<file path="src/rtl/xmac_pkg.sv">
// xmac_pkg: constants shared by the XMAC sequencer and its accumulator.
//   - ALU select codes (same values as the Atom ALU define header)
//   - XMAC request op codes
//   - sequencer FSM state encoding
package xmac_pkg;

  // ALU select codes
  localparam logic [3:0] ALU_ADD   = 4'h0;
  localparam logic [3:0] ALU_X_MUL = 4'hC;
  localparam logic [3:0] ALU_X_ADD = 4'hD;

  // Request op codes; 2'b11 is reserved and handled as RD
  localparam logic [1:0] OP_MAC = 2'b00;
  localparam logic [1:0] OP_CLR = 2'b01;
  localparam logic [1:0] OP_RD  = 2'b10;

  typedef logic [1:0] xmac_state_t;

  // FSM state encoding
  localparam xmac_state_t ST_IDLE = 2'd0;
  localparam xmac_state_t ST_MUL  = 2'd1;
  localparam xmac_state_t ST_ADD  = 2'd2;
  localparam xmac_state_t ST_RESP = 2'd3;

endpackage

</file>
<file path="src/rtl/xmac_acc_reg.sv">
// xmac_acc_reg: 32-bit MAC accumulator register.
//   clk, rst   : clock, asynchronous active-high reset (acc <= ACC_RST)
//   clr        : acc <= ACC_RST (and clears the saturation flag)
//   load       : acc <= load_val (ADD pass result)
//   load_val   : value from the ALU X_ADD pass
//   acc        : current accumulator value
//   sat        : sticky saturation flag (only with XMAC_SATURATE_EN)
// Macro XMAC_SATURATE_EN: saturate at 32'hFFFFFFFF instead of wrapping.
module xmac_acc_reg #(
  parameter logic [31:0] ACC_RST = 32'd0
) (
  input  logic        clk,
  input  logic        rst,
  input  logic        clr,
  input  logic        load,
  input  logic [31:0] load_val,
`ifdef XMAC_SATURATE_EN
  output logic        sat,
`endif
  output logic [31:0] acc
);

`ifdef XMAC_SATURATE_EN
  // A sum smaller than the old accumulator means the unsigned add wrapped.
  always_ff @(posedge clk or posedge rst) begin
    if (rst) begin
      acc <= ACC_RST;
      sat <= 1'b0;
    end else if (clr) begin
      acc <= ACC_RST;
      sat <= 1'b0;
    end else if (load) begin
      if (load_val < acc) begin
        acc <= '1;
        sat <= 1'b1;
      end else begin
        acc <= load_val;
      end
    end
  end
`else
  always_ff @(posedge clk or posedge rst) begin
    if (rst) begin
      acc <= ACC_RST;
    end else if (clr) begin
      acc <= ACC_RST;
    end else if (load) begin
      acc <= load_val;
    end
  end
`endif

endmodule

</file>
<file path="src/rtl/xmac_sequencer.sv">
// xmac_sequencer: multiply-accumulate controller built from two Atom ALU
// passes (X_MUL then X_ADD against an internal accumulator).
//   clk_i, rst_i            : clock, asynchronous active-high reset
//   req_valid_i/req_ready_o : request handshake
//   req_op_i, req_a_i       : op (MAC/CLR/RD, 2'b11 as RD), MAC operand
//   alu_a_o/alu_b_o/alu_sel_o, alu_out_i : borrowed ALU interface
//   alu_busy_o              : sequencer drives the ALU this cycle
//   rsp_valid_o/rsp_ready_i : response handshake
//   rsp_data_o              : accumulator value after the op
//   sat_o                   : sticky saturation flag (XMAC_SATURATE_EN only)
// Macro XMAC_SATURATE_EN: saturating accumulator plus sat_o port.
module xmac_sequencer
  import xmac_pkg::*;
#(
  parameter logic [31:0] ACC_RST = 32'd0
) (
  input  logic        clk_i,
  input  logic        rst_i,
  input  logic        req_valid_i,
  output logic        req_ready_o,
  input  logic [1:0]  req_op_i,
  input  logic [31:0] req_a_i,
  output logic [31:0] alu_a_o,
  output logic [31:0] alu_b_o,
  output logic [3:0]  alu_sel_o,
  input  logic [31:0] alu_out_i,
  output logic        alu_busy_o,
  output logic        rsp_valid_o,
  input  logic        rsp_ready_i,
`ifdef XMAC_SATURATE_EN
  output logic        sat_o,
`endif
  output logic [31:0] rsp_data_o
);

  xmac_state_t state;
  logic [31:0] opnd;
  logic [31:0] prod;
  logic [31:0] acc;
  logic        accept;
  logic        acc_clr;
  logic        acc_load;

  assign accept   = req_valid_i && (state == ST_IDLE);
  assign acc_clr  = accept && (req_op_i == OP_CLR);
  assign acc_load = (state == ST_ADD);

  always_ff @(posedge clk_i or posedge rst_i) begin
    if (rst_i) begin
      state <= ST_IDLE;
      opnd  <= '0;
      prod  <= '0;
    end else begin
      case (state)
        ST_IDLE: begin
          if (accept) begin
            if (req_op_i == OP_MAC) begin
              opnd  <= req_a_i;
              state <= ST_MUL;
            end else begin
              state <= ST_RESP;
            end
          end
        end
        ST_MUL: begin
          prod  <= alu_out_i;
          state <= ST_ADD;
        end
        ST_ADD: begin
          state <= ST_RESP;
        end
        default: begin
          if (rsp_ready_i) state <= ST_IDLE;
        end
      endcase
    end
  end

  xmac_acc_reg #(
    .ACC_RST (ACC_RST)
  ) u_acc (
    .clk      (clk_i),
    .rst      (rst_i),
    .clr      (acc_clr),
    .load     (acc_load),
    .load_val (alu_out_i),
`ifdef XMAC_SATURATE_EN
    .sat      (sat_o),
`endif
    .acc      (acc)
  );

  // ALU drive is decoded from state and internal registers only, so no
  // combinational path exists from req_* to the ALU.
  always_comb begin
    alu_a_o    = '0;
    alu_b_o    = '0;
    alu_sel_o  = ALU_ADD;
    alu_busy_o = 1'b0;
    case (state)
      ST_MUL: begin
        alu_busy_o = 1'b1;
        alu_sel_o  = ALU_X_MUL;
        alu_a_o    = opnd;
      end
      ST_ADD: begin
        alu_busy_o = 1'b1;
        alu_sel_o  = ALU_X_ADD;
        alu_a_o    = prod;
        alu_b_o    = acc;
      end
      default: ;
    endcase
  end

  assign req_ready_o = (state == ST_IDLE);
  assign rsp_valid_o = (state == ST_RESP);
  assign rsp_data_o  = acc;

endmodule

</file>
<file path="config.mk">
export PLATFORM = sky130hd
export DESIGN_NAME = xmac_sequencer
export DESIGN_NICKNAME = d
export VERILOG_FILES = /design/src/rtl/xmac_pkg.sv /design/src/rtl/xmac_acc_reg.sv /design/src/rtl/xmac_sequencer.sv
export SDC_FILE = /design/constraint.sdc
export NUM_CORES = 1
export LEC_CHECK = 0
export ABC_CLOCK_PERIOD_IN_PS = 8200
export CAP_MARGIN = 20
export CORE_ASPECT_RATIO = 1.2
export CORE_UTILIZATION = 35
export CTS_CLUSTER_DIAMETER = 150
export DETAILED_ROUTE_END_ITERATION = 7
export PLACE_DENSITY_LB_ADDON = 0.2
export SLEW_MARGIN = 20
export SYNTH_ARGS = -nofsm -noshare
export SYNTH_HDL_FRONTEND = slang
export SYNTH_SLANG_ARGS = --single-unit
export TNS_END_PERCENT = 1
</file>
<file path="constraint.sdc">
create_clock -name clk_i -period 8.2 [get_ports clk_i]
set_clock_uncertainty 0.15 [all_clocks]
set_input_delay 1.64 -clock clk_i [delete_from_list [all_inputs] [get_ports clk_i]]
set_output_delay 1.64 -clock clk_i [all_outputs]
set_load 0.02 [all_outputs]
</file>
==> results.py, run 1 <==
metrics = {
    "setup_path": {
        "crit_path_cell_trace": "inv_1 > ha_2 > buf_4 > a22oi_1 > nor2b_1 > clkdlybuf4s50_1",
        "worst_reg2reg_path_endpoint": "opnd[30]$_DFFE_PP0P_",
        "worst_setup_path_startpoint": "state[1]$_DFFE_PP0P_",
        "arrival_ns": 3.00,
        "timing_worst_setup_path_type": "register to primary output",
        "timing.critical_path.to_type": "primary output",
        "delay_of_the_slowest_critical_path_stage_ns": 0.62,
        "slowest_stage": "sky130_fd_sc_hd__clkdlybuf4s50_1",
        "worst-endpoint-required_ns": 6.41,
        "timing.critical_path.to": "alu_a_o[0]",
        "rr_worst_depth": 5,
        "cp-start-kind": "register",
        "critPathBufInv": 3,
        "path_depth": 6,
        "cp_max_fo": 38,
        "critical_path.top_delay_family": "buffers and inverters",
        "worstReg2RegStart": "state[0]$_DFFE_PP0P_",
        "timing.reg2reg.setup_slack_ns": 5.83,
    },
    "job": {
        "max_cap_violations": 0,
    },
    "placement": {
        "place_congestion": 0.748,
        "port_buffers": 171,
        "hpwlAfterDp_um": 8060,
        "post-place-ws_ns": 3.72,
    },
    "clock_network": {
        "max-clock-path-buffers": 2,
        "cts_htree_levels": 3,
        "post_cts_hold_buffer_count": 0,
        "clock_sinks": 98,
        "cts_tree": "yes",
        "cts_buf_count": 9,
        "ctsResizeCount": 0,
        "clock_latency_ns": 0.33,
        "clk_transition_reported_paths_ns": 0.06,
        "post_cts_buffers": 0,
        "ctsRootBufferMaster": "sky130_fd_sc_hd__clkbuf_16",
    },
    "floorplan": {
        "fp.dieArea_sq_mm": 0.0140,
        "dieWidth_um": 108,
        "floorplan.die.height_um": 130,
        "rows": 46,
        "coreArea_sq_mm": 0.0132,
        "ioPinCount": 173,
        "initial_utilization_pct": 35.9,
    },
    "synth": {
        "synth_async_sr_flop_share_pct": 100,
        "synth_common_cells": "98 x sky130_fd_sc_hd__dfrtp_1, 34 x sky130_fd_sc_hd__mux2_2, 34 x sky130_fd_sc_hd__nor2_1",
        "ys_seq_area_share_pct": 51.6,
        "cell_area_after_synthesis_sq_mm": 0.00475,
        "synth_top_cell_by_area": "sky130_fd_sc_hd__dfrtp_1",
        "synth.avg_cell_area_sq_um": 12.7,
        "yosys_top_cell_area_share_pct": 51.6,
        "number_of_flops_mapped_to_enable_cells_by_yosys": 0,
        "post-synth-top-count-cell": "sky130_fd_sc_hd__dfrtp_1",
        "synth_top_cells_by_area": "sky130_fd_sc_hd__dfrtp_1 52%, sky130_fd_sc_hd__mux2_4 9.5%, sky130_fd_sc_hd__mux2_2 8.1%, sky130_fd_sc_hd__mux2i_1 6.7%, sky130_fd_sc_hd__a22oi_1 5.1%",
        "post_synth_num_cell_types": 23,
        "synth_fp_nets": 452,
        "synth_flop_cell": "sky130_fd_sc_hd__dfrtp_1",
        "synth_warnings": 0,
        "post_synthesis_cell_count": 375,
        "synth_seq_cells": 98,
    },
    "global_route": {
        "grt_max_degree": 66,
        "number_of_global_route_vias_before_repair": 3380,
        "tot_gr_track_use_pct": 17.6,
        "grt_first_pass_wirelength_um": 18700,
        "gr-total-overflow": 0,
        "antenna_violations_before_repair": 0,
    },
    "detailed_routing": {
        "drt-pass1-iter-count": 4,
        "avgViaCountPerCell": 4.80,
        "drc_errors": 0,
        "drtIter0Drc": 108,
        "routed-via-count": 3367,
        "antenna_violating_nets_post_route": 0,
        "wire_length_reported_by_the_detailed_router_um": 12000,
        "wire_per_inst_um": 17.1,
    },
    "timing": {
        "finalSetupViolCount": 0,
        "maxClockFrequency_mhz": 209,
        "grt_setup_unrepaired": "no",
        "timing.final.crit_share_pct": 58.4,
        "hold_slack_ns": 0.357,
        "fin_setup_tns_ns": 0,
        "setup_slack_ns": 3.41,
        "worst_slew_pin_slew_ns": 1.03,
        "period_minus_slack_ns": 4.79,
        "slew_headroom_pct": 31.2,
        "hold_viol": 0,
        "drv_slew": 0,
    },
    "final_layout": {
        "area_delta_synth_final_pct": 42.8,
        "fillCellCount": 1241,
        "num-nets-final": 606,
        "drive_gt1_share_pct": 16.5,
        "insertedDiodeCount": 0,
    },
    "hold_path": {
        "min-delay-path-class": "register to register",
    },
    "pwr": {
        "seq_power_share_pct": 29.8,
        "power.ir.vdd_worst_uv": 262,
        "power_density_mw_per_mm2": 439,
        "internal_power_w": 0.00183,
        "p_clk_share_pct": 13.1,
        "total_leakage_power_nw": 2.79,
        "netSwitchingPower_w": 0.00115,
        "switching_share_pct": 38.6,
        "power_frac_comb_pct": 57.1,
    },
    "outcome": {
        "status": "completed",
    },
}
==> placed cells by master (no fill, tap or decap), types with 2 or more instances in the layout <==
cell                              netlist  routed
sky130_fd_sc_hd__dfrtp_1               98      98
sky130_fd_sc_hd__ha_1                   7       3
sky130_fd_sc_hd__nor2b_1               33      33
sky130_fd_sc_hd__mux2i_1               32      32
sky130_fd_sc_hd__inv_1                  3       2
sky130_fd_sc_hd__and2_1                32      32
sky130_fd_sc_hd__clkbuf_16              0       9
sky130_fd_sc_hd__clkinvlp_4             0       3
sky130_fd_sc_hd__clkdlybuf4s50_1        0     171
sky130_fd_sc_hd__mux2_4                30      30
sky130_fd_sc_hd__buf_4                  3       3
sky130_fd_sc_hd__clkbuf_1               7       2
sky130_fd_sc_hd__a22oi_1               32      32
sky130_fd_sc_hd__ha_2                   0       3
sky130_fd_sc_hd__o21ai_0                2       2
sky130_fd_sc_hd__mux2_2                34      34
sky130_fd_sc_hd__nor2_1                34      34
==> how the worst min path moves through the flow <==
stage                                     from              endpoint  slack (ns)  cells past startpoint
after floorplan           prod[30]$_DFFE_PP0N_  prod[30]$_DFFE_PP0N_        0.33                      1
after global placement    prod[28]$_DFFE_PP0N_  prod[28]$_DFFE_PP0N_        0.34                      1
after detailed placement   opnd[4]$_DFFE_PP0P_   opnd[4]$_DFFE_PP0P_        0.34                      1
after CTS                 prod[18]$_DFFE_PP0N_  prod[18]$_DFFE_PP0N_        0.36                      1
after global routing      prod[18]$_DFFE_PP0N_  prod[18]$_DFFE_PP0N_        0.37                      1
final                     prod[18]$_DFFE_PP0N_  prod[18]$_DFFE_PP0N_        0.36                      1
==> routing by layer <==
metal / up-vias / track usage [%] / share of wire, %
li1: 1594 / - / -
met1: 1662 / 23.0 / 44
met2: 99 / 29.0 / 49
met3: 12 / 3.02 / 5.0
met4: 0 / 6.92 / 1.3
met5: - / 0 / 0
==> registers in the layout, indices dropped and copies added, names as in the netlist <==
name and count:
opnd 32, prod 32, state 2, u_acc.acc 32
==> logic make-up after synthesis <==
logic type | after synthesis | synth area share [%]
AND/OR/NAND/NOR | 102 | 11.9
flip-flops | 98 | 51.6
multiplexers | 96 | 24.3
AO/OA/AOI/OAI | 37 | 5.77
buffers and inverters | 34 | 4.56
adder cells (fa/ha/maj) | 7 | 1.84
other | 1 | 0.0789
==> power by group through the flow <==
| stage | logic, W | clock network [W] | registers, W |
|---|---|---|---|
| after floorplan | 0.000984 | 0 | 0.000952 |
| after global placement | 0.00170 | 0 | 0.000886 |
| after detailed placement | 0.00172 | 0 | 0.000895 |
| after CTS | 0.00172 | 0.000403 | 0.000891 |
| after global routing | 0.00182 | 0.000423 | 0.000924 |
| final | 0.00170 | 0.000391 | 0.000889 |
==> final cells by class <==
class	instances	area, sq um	share of cell area, %
clock buffers	12	246	3.63
flip-flops and latches	98	2450	36.1
multi-input cells	243	2100	31.0
repair buffers	174	1730	25.6
clock inverters	4	27.5	0.406
inverters	3	13.8	0.203
well taps	168	210	3.10
==> per-stage QoR <==
step                      power [W]  std cells  cell area [sq um]  util (%)
after floorplan             0.00194        375               4750         -
after global placement      0.00259        686               6510      49.2
after global routing        0.00317        702               6790      51.3
after detailed placement    0.00261        686               6510      49.2
after CTS                   0.00302        702               6780      51.2
final                       0.00298        702               6790      51.3
No activity file was read; power rests on OpenSTA's default activity.
==> inputs of run 2 (changes only) <==
ABC_CLOCK_PERIOD_IN_PS = 4000   (was 8200)
clock period = 4 ns   (was 8.2 ns; I/O delays follow)
==> results.py, run 2 (same netlist as run 1, synthesis figures left out) <==
metrics = {
    "global_route": {
        "antenna_violations_before_repair": 0,
        "gr-total-overflow": 0,
        "grt_max_degree": 55,
        "tot_gr_track_use_pct": 18.0,
        "number_of_global_route_vias_before_repair": 3528,
        "grt_first_pass_wirelength_um": 19000,
    },
    "clock_network": {
        "ctsRootBufferMaster": "sky130_fd_sc_hd__clkbuf_16",
        "post_cts_hold_buffer_count": 0,
        "cts_tree": "yes",
        "cts_buf_count": 9,
        "ctsResizeCount": 0,
        "cts_htree_levels": 3,
        "clock_sinks": 98,
        "max-clock-path-buffers": 2,
        "post_cts_buffers": 0,
        "clk_transition_reported_paths_ns": 0.06,
        "clock_latency_ns": 0.34,
    },
    "timing": {
        "timing.final.crit_share_pct": 89.4,
        "maxClockFrequency_mhz": 280,
        "drv_slew": 0,
        "worst_slew_pin_slew_ns": 0.818,
        "hold_viol": 0,
        "grt_setup_unrepaired": "no",
        "slew_headroom_pct": 45.4,
        "setup_slack_ns": 0.425,
        "period_minus_slack_ns": 3.57,
        "fin_setup_tns_ns": 0,
        "finalSetupViolCount": 0,
    },
    "final_layout": {
        "area_delta_synth_final_pct": 44.8,
        "num-nets-final": 611,
        "insertedDiodeCount": 0,
        "finalCoreUtilization_pct": 52.0,
        "layout_cells_excl_fill": 707,
        "layout_top_registers": "opnd (32), prod (32), u_acc.acc (32)",
        "drive_gt1_share_pct": 17.1,
        "mostFrequentLayoutCell": "sky130_fd_sc_hd__clkdlybuf4s50_1",
        "layout_common_cells": "171 x sky130_fd_sc_hd__clkdlybuf4s50_1, 98 x sky130_fd_sc_hd__dfrtp_1, 34 x sky130_fd_sc_hd__nor2_1, 34 x sky130_fd_sc_hd__mux2_2, 33 x sky130_fd_sc_hd__nor2b_1",
    },
    "pwr": {
        "power_density_mw_per_mm2": 906,
        "total_leakage_power_nw": 2.84,
        "power.ir.vdd_worst_uv": 571,
        "total_power_w": 0.00623,
    },
    "setup_path": {
        "cp_max_fo": 27,
        "timing.critical_path.to_type": "primary output",
        "timing_worst_setup_path_type": "register to primary output",
        "worstReg2RegStart": "state[0]$_DFFE_PP0P_",
        "cp-start-kind": "register",
        "worst_reg2reg_path_endpoint": "opnd[31]$_DFFE_PP0P_",
        "timing.reg2reg.setup_slack_ns": 1.51,
        "rr_worst_depth": 5,
        "worst-endpoint-required_ns": 3.05,
        "arrival_ns": 2.62,
    },
    "job": {
        "max_cap_violations": 0,
    },
    "detailed_routing": {
        "wire_per_inst_um": 17.4,
        "wire_length_reported_by_the_detailed_router_um": 12300,
        "routed-via-count": 3426,
        "avgViaCountPerCell": 4.85,
        "antenna_violating_nets_post_route": 0,
        "drtIter0Drc": 115,
        "drc_errors": 0,
        "drt-pass1-iter-count": 4,
    },
    "floorplan": {
        "dieWidth_um": 108,
        "ioPinCount": 173,
        "floorplan.die.height_um": 130,
        "rows": 46,
        "coreArea_sq_mm": 0.0132,
        "fp.dieArea_sq_mm": 0.0140,
        "initial_utilization_pct": 35.9,
    },
    "placement": {
        "hpwlAfterDp_um": 8540,
        "post-place-ws_ns": 0.707,
        "place_congestion": 0.780,
        "port_buffers": 171,
        "placed_cells_incl_taps": 691,
    },
    "hold_path": {
        "hold_path_startpoint": "prod[17]$_DFFE_PP0N_",
        "holdPathStages": 1,
        "timing.hold.worst_endpoint": "prod[17]$_DFFE_PP0N_",
        "min-delay-path-class": "register to register",
    },
    "outcome": {
        "status": "completed",
    },
}
run 2: changes by cell type in the layout (fill, tap and decap cells not counted), sizes merged:
| cell | change |
|---|---|
| clkinvlp | -1 |
| clkbuf | -2 |
| clkinv | +2 |
| bufinv | +1 |
| buf | +5 |
run 2: how the worst max path moves through the flow:
stage | to | cells past startpoint | start | slack (ns)
3_3_place_gp | alu_a_o[12] | 6 | state[0]$_DFFE_PP0P_ | 0.80
5_1_grt | alu_b_o[14] | 5 | state[0]$_DFFE_PP0P_ | 0.25
2_1_floorplan | opnd[0]$_DFFE_PP0P_ | 1 | rst_i | 0.49
3_5_place_dp | alu_b_o[22] | 5 | state[0]$_DFFE_PP0P_ | 0.71
6_report | alu_a_o[12] | 6 | state[0]$_DFFE_PP0P_ | 0.43
4_1_cts | alu_b_o[22] | 5 | state[0]$_DFFE_PP0P_ | 0.34
run 2: critical path: stages, from the launching register on:
cell                              delay [ns]
sky130_fd_sc_hd__dfrtp_1                0.43
sky130_fd_sc_hd__inv_1                  0.19
sky130_fd_sc_hd__ha_4                   0.44
sky130_fd_sc_hd__buf_4                  0.31
sky130_fd_sc_hd__a22oi_1                0.12
sky130_fd_sc_hd__nor2b_1                0.14
sky130_fd_sc_hd__clkdlybuf4s50_1        0.63
run 2: layout make-up:
| type | instances | area [sq um] |
|---|---|---|
| clock buffers | 10 | 229 |
| clock inverters | 6 | 67.6 |
| fillers | 1197 | 6360 |
| inverters | 3 | 13.8 |
| multi-input cells | 243 | 2100 |
| flip-flops and latches | 98 | 2450 |
| well taps | 168 | 210 |
| repair buffers | 179 | 1810 |
run 2: routing by layer:
layer / up-vias / share of wire (%) / GRT usage, %
li1: 1608 / - / -
met1: 1711 / 43 / 23.3
met2: 95 / 51 / 30.0
met3: 12 / 4.5 / 2.67
met4: 0 / 1.8 / 7.47
met5: - / 0 / 0
run 2: stage by stage:
step	area (sq um)	hold slack, ns
2_1_floorplan	4750	0.331
6_report	6880	0.359
4_1_cts	6880	0.361
5_1_grt	6880	0.373
3_3_place_gp	6580	0.341
3_5_place_dp	6580	0.346
run 2: power by group:
group / internal, W / total, W / switching [W]
sequential: 0.00150 / 0.00183 / 0.000332
clock: 0.000486 / 0.000865 / 0.000379
combinational: 0.00185 / 0.00353 / 0.00169
